[config.mk]
export PLATFORM = sky130hd
export DESIGN_NAME = pipe_hazard_ctrl
export DESIGN_NICKNAME = d
export VERILOG_FILES = /design/src/rtl/pipe_hazard_ctrl.sv
export SDC_FILE = /design/constraint.sdc
export NUM_CORES = 1
export LEC_CHECK = 0
export CAP_MARGIN = 0
export CORE_MARGIN = 4
export CORE_UTILIZATION = 41
export CTS_BUF_LIST = sky130_fd_sc_hd__clkbuf_16
export DETAILED_ROUTE_END_ITERATION = 16
export HOLD_SLACK_MARGIN = 0.12
export PLACE_DENSITY = 0.8
export SKIP_CTS_REPAIR_TIMING = 1
export SYNTH_ARGS = -nofsm -noshare
export SYNTH_HDL_FRONTEND = slang
export SYNTH_SLANG_ARGS = --single-unit
[constraint.sdc]
create_clock -name i_clk -period 2.8 [get_ports i_clk]
set_input_delay 0.56 -clock i_clk [delete_from_list [all_inputs] [get_ports i_clk]]
set_output_delay 0.56 -clock i_clk [all_outputs]
set_load 0.005 [all_outputs]
[src/rtl/pipe_hazard_ctrl.sv]
// rtl/pipe_hazard_ctrl.sv - stall/flush sequencer with perf counters and LSU timeout flag
module pipe_hazard_ctrl #(
  parameter int CNT_W       = 32,
  parameter int MEM_TIMEOUT = 16
) (
  input  logic             i_clk,
  input  logic             i_reset,
  input  logic [4:0]       i_id_rs1_addr,
  input  logic [4:0]       i_id_rs2_addr,
  input  logic             i_id_rs1_used,
  input  logic             i_id_rs2_used,
  input  logic [4:0]       i_ex_rd_addr,
  input  logic             i_ex_rd_wren,
  input  logic             i_ex_mem_rd,
  input  logic             i_ex_mispred,
  input  logic             i_mem_req,
  input  logic             i_mem_ready,
  input  logic             i_wb_insn_vld,
  output logic             o_pc_en,
  output logic             o_if_id_en,
  output logic             o_id_ex_en,
  output logic             o_ex_mem_en,
  output logic             o_mem_wb_en,
  output logic             o_if_id_flush,
  output logic             o_id_ex_flush,
  output logic             o_ex_mem_flush,
  output logic [1:0]       o_state,
  output logic             o_mem_timeout,
  output logic [CNT_W-1:0] o_cycle_cnt,
  output logic [CNT_W-1:0] o_retire_cnt,
  output logic [CNT_W-1:0] o_stall_cnt,
  output logic [CNT_W-1:0] o_flush_cnt
);

  typedef enum logic [1:0] {
    ACT_RUN     = 2'd0,
    ACT_LDUSE   = 2'd1,
    ACT_FLUSH   = 2'd2,
    ACT_MEMWAIT = 2'd3
  } act_t;

  localparam logic [CNT_W-1:0] CNT_ONE = CNT_W'(1);
  localparam logic [7:0]       TO_LIM  = 8'(MEM_TIMEOUT);

  act_t             r_state;
  act_t             w_act;
  logic             w_freeze;
  logic             w_ldu;
  logic             w_rs1_hit;
  logic             w_rs2_hit;
  logic [7:0]       r_frz_cnt;
  logic [7:0]       w_frz_nxt;
  logic             r_mem_timeout;
  logic [CNT_W-1:0] r_cycle_cnt;
  logic [CNT_W-1:0] r_retire_cnt;
  logic [CNT_W-1:0] r_stall_cnt;
  logic [CNT_W-1:0] r_flush_cnt;

  assign w_freeze  = i_mem_req & ~i_mem_ready;
  assign w_rs1_hit = i_id_rs1_used & (i_id_rs1_addr == i_ex_rd_addr);
  assign w_rs2_hit = i_id_rs2_used & (i_id_rs2_addr == i_ex_rd_addr);
  assign w_ldu     = i_ex_mem_rd & i_ex_rd_wren & (i_ex_rd_addr != 5'd0) & (w_rs1_hit | w_rs2_hit);

  // Saturating increment of the consecutive-freeze counter
  assign w_frz_nxt = (r_frz_cnt == 8'hFF) ? 8'hFF : r_frz_cnt + 8'd1;

  // Pick this cycle's action (freeze > mispredict > load-use > run); reset drains to bubbles
  always_comb begin
    w_act          = ACT_RUN;
    o_pc_en        = 1'b1;
    o_if_id_en     = 1'b1;
    o_id_ex_en     = 1'b1;
    o_ex_mem_en    = 1'b1;
    o_mem_wb_en    = 1'b1;
    o_if_id_flush  = 1'b0;
    o_id_ex_flush  = 1'b0;
    o_ex_mem_flush = 1'b0;
    if (w_freeze) begin
      w_act       = ACT_MEMWAIT;
      o_pc_en     = 1'b0;
      o_if_id_en  = 1'b0;
      o_id_ex_en  = 1'b0;
      o_ex_mem_en = 1'b0;
      o_mem_wb_en = 1'b0;
    end else if (i_ex_mispred) begin
      // Load-use on the wrong path is irrelevant; both younger stages are squashed
      w_act         = ACT_FLUSH;
      o_if_id_flush = 1'b1;
      o_id_ex_flush = 1'b1;
    end else if (w_ldu) begin
      // One bubble into EX; forwarding supplies the load result next cycle
      w_act         = ACT_LDUSE;
      o_pc_en       = 1'b0;
      o_if_id_en    = 1'b0;
      o_id_ex_flush = 1'b1;
    end
    if (!i_reset) begin
      o_pc_en        = 1'b1;
      o_if_id_en     = 1'b1;
      o_id_ex_en     = 1'b1;
      o_ex_mem_en    = 1'b1;
      o_mem_wb_en    = 1'b1;
      o_if_id_flush  = 1'b1;
      o_id_ex_flush  = 1'b1;
      o_ex_mem_flush = 1'b1;
    end
  end

  // Record the action taken and track consecutive freezes for the sticky timeout
  always_ff @(posedge i_clk) begin
    if (!i_reset) begin
      r_state       <= ACT_RUN;
      r_frz_cnt     <= 8'd0;
      r_mem_timeout <= 1'b0;
    end else begin
      r_state <= w_act;
      if (w_freeze) begin
        r_frz_cnt <= w_frz_nxt;
        if (w_frz_nxt >= TO_LIM) begin
          r_mem_timeout <= 1'b1;
        end
      end else begin
        r_frz_cnt <= 8'd0;
      end
    end
  end

  // Performance counters, wrapping at 2^CNT_W
  always_ff @(posedge i_clk) begin
    if (!i_reset) begin
      r_cycle_cnt  <= '0;
      r_retire_cnt <= '0;
      r_stall_cnt  <= '0;
      r_flush_cnt  <= '0;
    end else begin
      r_cycle_cnt <= r_cycle_cnt + CNT_ONE;
      if (i_wb_insn_vld & o_mem_wb_en) begin
        r_retire_cnt <= r_retire_cnt + CNT_ONE;
      end
      if ((w_act == ACT_MEMWAIT) || (w_act == ACT_LDUSE)) begin
        r_stall_cnt <= r_stall_cnt + CNT_ONE;
      end
      if (w_act == ACT_FLUSH) begin
        r_flush_cnt <= r_flush_cnt + CNT_ONE;
      end
    end
  end

  assign o_state       = r_state;
  assign o_mem_timeout = r_mem_timeout;
  assign o_cycle_cnt   = r_cycle_cnt;
  assign o_retire_cnt  = r_retire_cnt;
  assign o_stall_cnt   = r_stall_cnt;
  assign o_flush_cnt   = r_flush_cnt;

endmodule

==> Yosys cells after proc, flatten, opt, wreduce, memory -nomap -nowiden <==
Index checks and enable logic that the tools add are counted.
W data, S select, Z words.
{ "word_totals": {"reg_bits": 139, "in_bits": 25, "out_inout_bits": 139, "elab_cells": 50} }
{ "op_classes": {"add_sub_neg": 5, "order_cmp": 1, "eq_ne": 6, "n_mux": 18, "n_bitwise": 9, "n_reduce_logical": 4} }
{ "ops": {"columns": ["cell", "n"], "rows": [
  ["$add A32 B1 Y32 const B", 4],
  ["$mux W1", 15],
  ["$eq A5 B5 Y1", 2],
  ["$add A8 B1 Y8 const B", 1],
  ["$eq A8 B8 Y1 const B", 1],
  ["$ge A8 B5 Y1 const B", 1],
  ["$mux W8", 1],
  ["$and A1 B1 Y1", 7],
  ["$reduce_bool A5 Y1", 1],
  ["$eq A2 B2 Y1 const B", 2],
  ["$mux W2", 2],
  ["$reduce_and A2 Y1", 2],
  ["$eq A2 B1 Y1 const B", 1],
  ["$logic_or A1 B1 Y1", 1],
  ["$not A1 Y1", 1],
  ["$or A1 B1 Y1", 1]
]} }

==> Logic depth before layout (Yosys ltp) <==
{ "logic_depth": {"depth_word": 9, "mapped_depth": 8, "depth_no_buf": 7} }

==> Worst setup path after synthesis <==
OpenSTA, ideal clock, no wires.
{ "synth_timing": {"path_kind": "input port to output port", "from": "input port i_ex_rd_addr[0]", "to": "output port o_pc_en", "arrival_time_ns": 1.741, "required_time_ns": 2.240, "path_slack_ns": 0.499, "stages": 7, "path_buffers": 1, "path_cell_list": "or4_1 -> o211ai_1 -> inv_1 -> nand2_1 -> a21oi_1 -> inv_1 -> buf_4"} }
{ "synth_via": {"elab_chain_len": 8, "word_cells_on_any_way": 12, "cone_classes": "eq/ne (2); mux (4); bitwise (5); reduce/logical (1)"} }
{ "synth_rtl": {"columns": ["item", "line_no", "text"], "rows": [
  ["start: declaration", "12", "input logic [4:0] i_ex_rd_addr,"],
  ["$eq A5 B5 Y1 (on tied branches)", "60, 61", null],
  ["$and A1 B1 Y1 (on tied branches)", "60, 61", null],
  ["$or A1 B1 Y1", "62", "assign w_ldu = i_ex_mem_rd & i_ex_rd_wren & (i_ex_rd_addr != 5'd0) & (w_rs1_hit | w_rs2_hit);"],
  ["$and A1 B1 Y1 *", "62", null],
  ["$mux W1 * (4 in series)", null, null],
  ["end: declaration", "19", "output logic o_pc_en,"]
]} }
Every way passes the cells marked *; elsewhere a longest branch is shown, timed or not.

==> Worst setup path in the final report <==
{ "layout_timing": {"from": "input port i_ex_rd_addr[0]", "to": "output port o_if_id_en"} }
{ "layout_via": {"elab_chain_len": 8, "word_cells_on_any_way": 12, "cone_classes": "eq/ne (2); mux (4); bitwise (5); reduce/logical (1)"} }
{ "layout_rtl": {"columns": ["item", "line_no", "text"], "rows": [
  ["$eq A5 B5 Y1 (on tied branches)", "60, 61", null],
  ["$and A1 B1 Y1 (on tied branches)", "60, 61", null],
  ["$or A1 B1 Y1", "62", null],
  ["$and A1 B1 Y1 *", "62", null],
  ["$mux W1 *", "90", "end else if (w_ldu) begin"],
  ["$mux W1 *", "85", "end else if (i_ex_mispred) begin"],
  ["$mux W1 *", "78", "if (w_freeze) begin"],
  ["$mux W1 *", "97", "if (!i_reset) begin"],
  ["end: declaration", "20", "output logic o_if_id_en,"]
]} }
Marks and branches as above.

==> parameters.txt <==
Parameter                              Value

Cells and area
  ANT cells ... 0
  Core Util, Final ... 59.6%
  Fraction of final layout cells sized beyond drive strength 1 ... 6.84%
  Final Instance Area ... 0.00880 mm^2
  Area added between synthesis and finish ... 39.9%
  Final-stage net count ... 954

Synthesis
  Share of the synthesized area in the top cell type ... 44.3%
  Post-synth ARST share ... 0%
  Cell variety after synth ... 43
  Post-synthesis instance area ... 0.00629 mm^2
  Number of storage elements in the synthesis netlist ... 139
  Area leader, netlist ... sky130_fd_sc_hd__dfxtp_1
  Leading cell types by total area after synthesis ... sky130_fd_sc_hd__dfxtp_1, sky130_fd_sc_hd__xor2_1, sky130_fd_sc_hd__xnor2_1
  Most frequent cell after synthesis ... sky130_fd_sc_hd__dfxtp_1
  Cells after Synth ... 747
  Syn nets ... 777
  Number of synthesized flops with an enable pin ... 0
  Yosys warns ... 0
  Synth cell count leaders ... sky130_fd_sc_hd__dfxtp_1, sky130_fd_sc_hd__nor2_1, sky130_fd_sc_hd__a21oi_1, sky130_fd_sc_hd__nand2_1, sky130_fd_sc_hd__nand3_1
  Share of synthesized area occupied by flip-flops and latches ... 44.3%
  Leading register cell type out of synthesis ... sky130_fd_sc_hd__dfxtp_1
  Average instance area after synthesis ... 8.42 um^2

Clock tree
  Deepest clock path buffer count ... 2
  CTS tree ... done
  Insertion delay to the later sink of the worst-skew pair ... 0.41 ns
  Root Driver ... sky130_fd_sc_hd__clkbuf_16
  Number of H-tree levels ... 4
  Number of CTS-inserted buffers ... 17
  Clock edge transition at the registers on the reported setup and hold paths ... 0.06 ns
  Clk sink count ... 139

Floorplan
  Initial Util ... 42.6%
  Die outline area ... 0.0174 mm^2
  DIE WIDTH ... 132 um
  IO Pins ... 164
  Area inside the core boundary ... 0.0148 mm^2
  Placement Rows ... 44
  Height of the die ... 132 um

Hold path
  Launch point of the worst hold path ... o_cycle_cnt[0]$_SDFF_PN0_
  Worst hold path class ... flip-flop to flip-flop

STA
  Total negative slack ... 0 ns
  Fin. Hold Viols ... 0
  Slew at the pin with the worst max-slew slack ... 0.765 ns
  Final hold slack ... 0.474 ns
  Relative slew slack ... 48.3%
  Setup skew after layout ... 0.00782 ns
  Number of setup violations in the final report ... 0
  Unrepaired setup endpoints after global routing ... no
  Final worst path period share ... 94.3%
  Final Critical Period ... 2.64 ns
  Number of slew-limit violations in the final report ... 0
  Fmax ... 0.379 GHz

Worst setup path
  Maximum fanout count along the critical path ... 2
  Type of element capturing the critical path ... output port
  Worst endpoint required time ... 2.24 ns
  Startpoint type of the worst setup path ... input port
  Critical path origin ... i_ex_rd_addr[0]
  Capturing instance or port of the critical path ... o_if_id_en
  WS Path Type ... input port to output port
  Cell count of the worst reg-to-reg path ... 5
  Worst r2r src ... o_stall_cnt[4]$_SDFFE_PN0P_
  End of the worst register-to-register path ... o_stall_cnt[23]$_SDFFE_PN0P_
  CP Data Arrival Time ... 2.08 ns
  Reg2reg setup slack ... 0.58 ns

Detailed routing
  Final wirelength ... 15,900 um
  Vias ... 5,929
  Detailed-router iteration count before antenna repair ... 4
  Final ANT Viol Nets ... 0
  Via density ... 5.29
  Total DRC errors in the routed layout ... 0
  Starting DRC count in detailed routing ... 291
  Average wire per standard cell ... 14.2 um

Global routing
  First-pass GRT wire length ... 26,500 um
  GRT overflow ... 0
  Global-route usage over all layers ... 18.1%
  Antenna violations before repair ... 0
  Maximum number of pins on one net before global-route repair ... 79
  Vias in the first global route ... 5,549

Place
  Post-detailed-placement cell area ... 0.00824 mm^2
  Count of buffers from port buffering ... 163
  Post-detail-place hpwl ... 11,500 um
  GPL Wtd Cong ... 0.787

Pwr
  Worst supply voltage drop on vdd ... 412 uV
  Cell Pwr Density ... 480 mW/mm^2
  Leak pwr ... 3.00 nW
  Tot Pwr ... 4.22 mW

Outcome
  Status ... complete, no violations

Run
  Max-Cap Viols ... 0
==> sequential cells by signal (all words and copies together) (netlist names) <==
name,count
o_cycle_cnt,32
o_flush_cnt,32
o_retire_cnt,32
o_stall_cnt,32
r_frz_cnt,8
o_state,2
o_mem_timeout,1
==> worst min-delay path by stage <==
stage / to / cells after the start
after detailed placement: o_cycle_cnt[0]$_SDFF_PN0_ / 1
after global placement: o_cycle_cnt[0]$_SDFF_PN0_ / 1
after global routing: o_stall_cnt[23]$_SDFFE_PN0P_ / 2
after CTS: o_cycle_cnt[0]$_SDFF_PN0_ / 1
after floorplan: o_cycle_cnt[0]$_SDFF_PN0_ / 1
final: o_cycle_cnt[0]$_SDFF_PN0_ / 1
==> stage by stage <==
step | cells | worst slack (ns)
2_1_floorplan | 747 | 0.499
3_3_place_gp | 1088 | -0.305
3_5_place_dp | 1088 | -0.386
4_1_cts | 1119 | -0.395
5_1_grt | 1120 | 0.0226
6_report | 1120 | 0.159
==> power by group <==
part,switching [mW],internal [mW],total (mW),leakage [nW]
sequential,0.0146,1.99,2.01,1.12
clock,0.823,1.20,2.02,0.260
combinational,0.0907,0.102,0.193,1.62
==> worst max-delay path, stage by stage <==
cell	delay, ns
sky130_fd_sc_hd__clkdlybuf4s50_1	0.41
sky130_fd_sc_hd__or4_1	0.41
sky130_fd_sc_hd__o211ai_1	0.26
sky130_fd_sc_hd__inv_1	0.10
sky130_fd_sc_hd__nand2_2	0.10
sky130_fd_sc_hd__a21oi_2	0.06
sky130_fd_sc_hd__inv_1	0.07
sky130_fd_sc_hd__buf_2	0.11
==> kinds of logic (layout without fill, tap and decap cells) <==
family / after synthesis / in the layout / share of synthesized area (%)
AO/OA/AOI/OAI: 120 / 120 / 10.3
multiplexers: 1 / 1 / 0.159
buffers and inverters: 53 / 242 / 3.42
XOR/XNOR: 88 / 88 / 12.3
flip-flops: 139 / 139 / 44.3
adder cells (fa/ha/maj): 5 / 5 / 0.995
AND/OR/NAND/NOR: 341 / 341 / 28.6
==> per-layer routing <==
layer,routed length [um],part of all wire (%),track usage [%],up-vias
met3,745,4.7,4.58,22
li1,-,-,-,2998
met1,7270,46,23.1,2757
met2,7570,48,29.7,152
met5,0,0,0,-
met4,298,1.9,6.71,0
==> placed cells by master, fill, tap and decap left out, types with 2 or more instances in the layout <==
| cell | synthesis | layout |
|---|---|---|
| sky130_fd_sc_hd__inv_1 | 22 | 22 |
| sky130_fd_sc_hd__nor2_1 | 87 | 87 |
| sky130_fd_sc_hd__nand4_1 | 30 | 30 |
| sky130_fd_sc_hd__clkinv_1 | 0 | 4 |
| sky130_fd_sc_hd__o21bai_1 | 2 | 2 |
| sky130_fd_sc_hd__a21oi_1 | 59 | 58 |
| sky130_fd_sc_hd__clkdlybuf4s50_1 | 0 | 157 |
| sky130_fd_sc_hd__xnor2_1 | 41 | 41 |
| sky130_fd_sc_hd__dfxtp_1 | 139 | 139 |
| sky130_fd_sc_hd__or3_1 | 39 | 39 |
| sky130_fd_sc_hd__clkinv_4 | 0 | 4 |
| sky130_fd_sc_hd__clkinv_2 | 0 | 3 |
| sky130_fd_sc_hd__and2_1 | 15 | 15 |
| sky130_fd_sc_hd__nand3_1 | 51 | 51 |
| sky130_fd_sc_hd__buf_4 | 3 | 23 |
| sky130_fd_sc_hd__clkinvlp_4 | 0 | 2 |
| sky130_fd_sc_hd__buf_12 | 0 | 3 |
| sky130_fd_sc_hd__nor3_1 | 10 | 10 |
| sky130_fd_sc_hd__or4_1 | 11 | 11 |
| sky130_fd_sc_hd__dlymetal6s2s_1 | 0 | 4 |
| sky130_fd_sc_hd__ha_1 | 5 | 5 |
| sky130_fd_sc_hd__and4_1 | 18 | 18 |
| sky130_fd_sc_hd__o21ai_0 | 40 | 40 |
| sky130_fd_sc_hd__a31oi_1 | 4 | 4 |
| sky130_fd_sc_hd__o31ai_1 | 8 | 8 |
| sky130_fd_sc_hd__and3_1 | 16 | 16 |
| sky130_fd_sc_hd__nor4_1 | 2 | 2 |
| sky130_fd_sc_hd__nand2_1 | 52 | 51 |
| sky130_fd_sc_hd__clkbuf_16 | 0 | 17 |
| sky130_fd_sc_hd__xor2_1 | 47 | 47 |
==> cell type report <==
cell class / count / area (um^2)
well taps: 184 / 230
multi-input cells: 555 / 3300
repair buffers: 189 / 1860
flip-flops and latches: 139 / 2780
clock inverters: 14 / 109
inverters: 22 / 83.8
fillers: 1288 / 5960
clock buffers: 17 / 425
No activity file was read; power rests on OpenSTA's default activity.
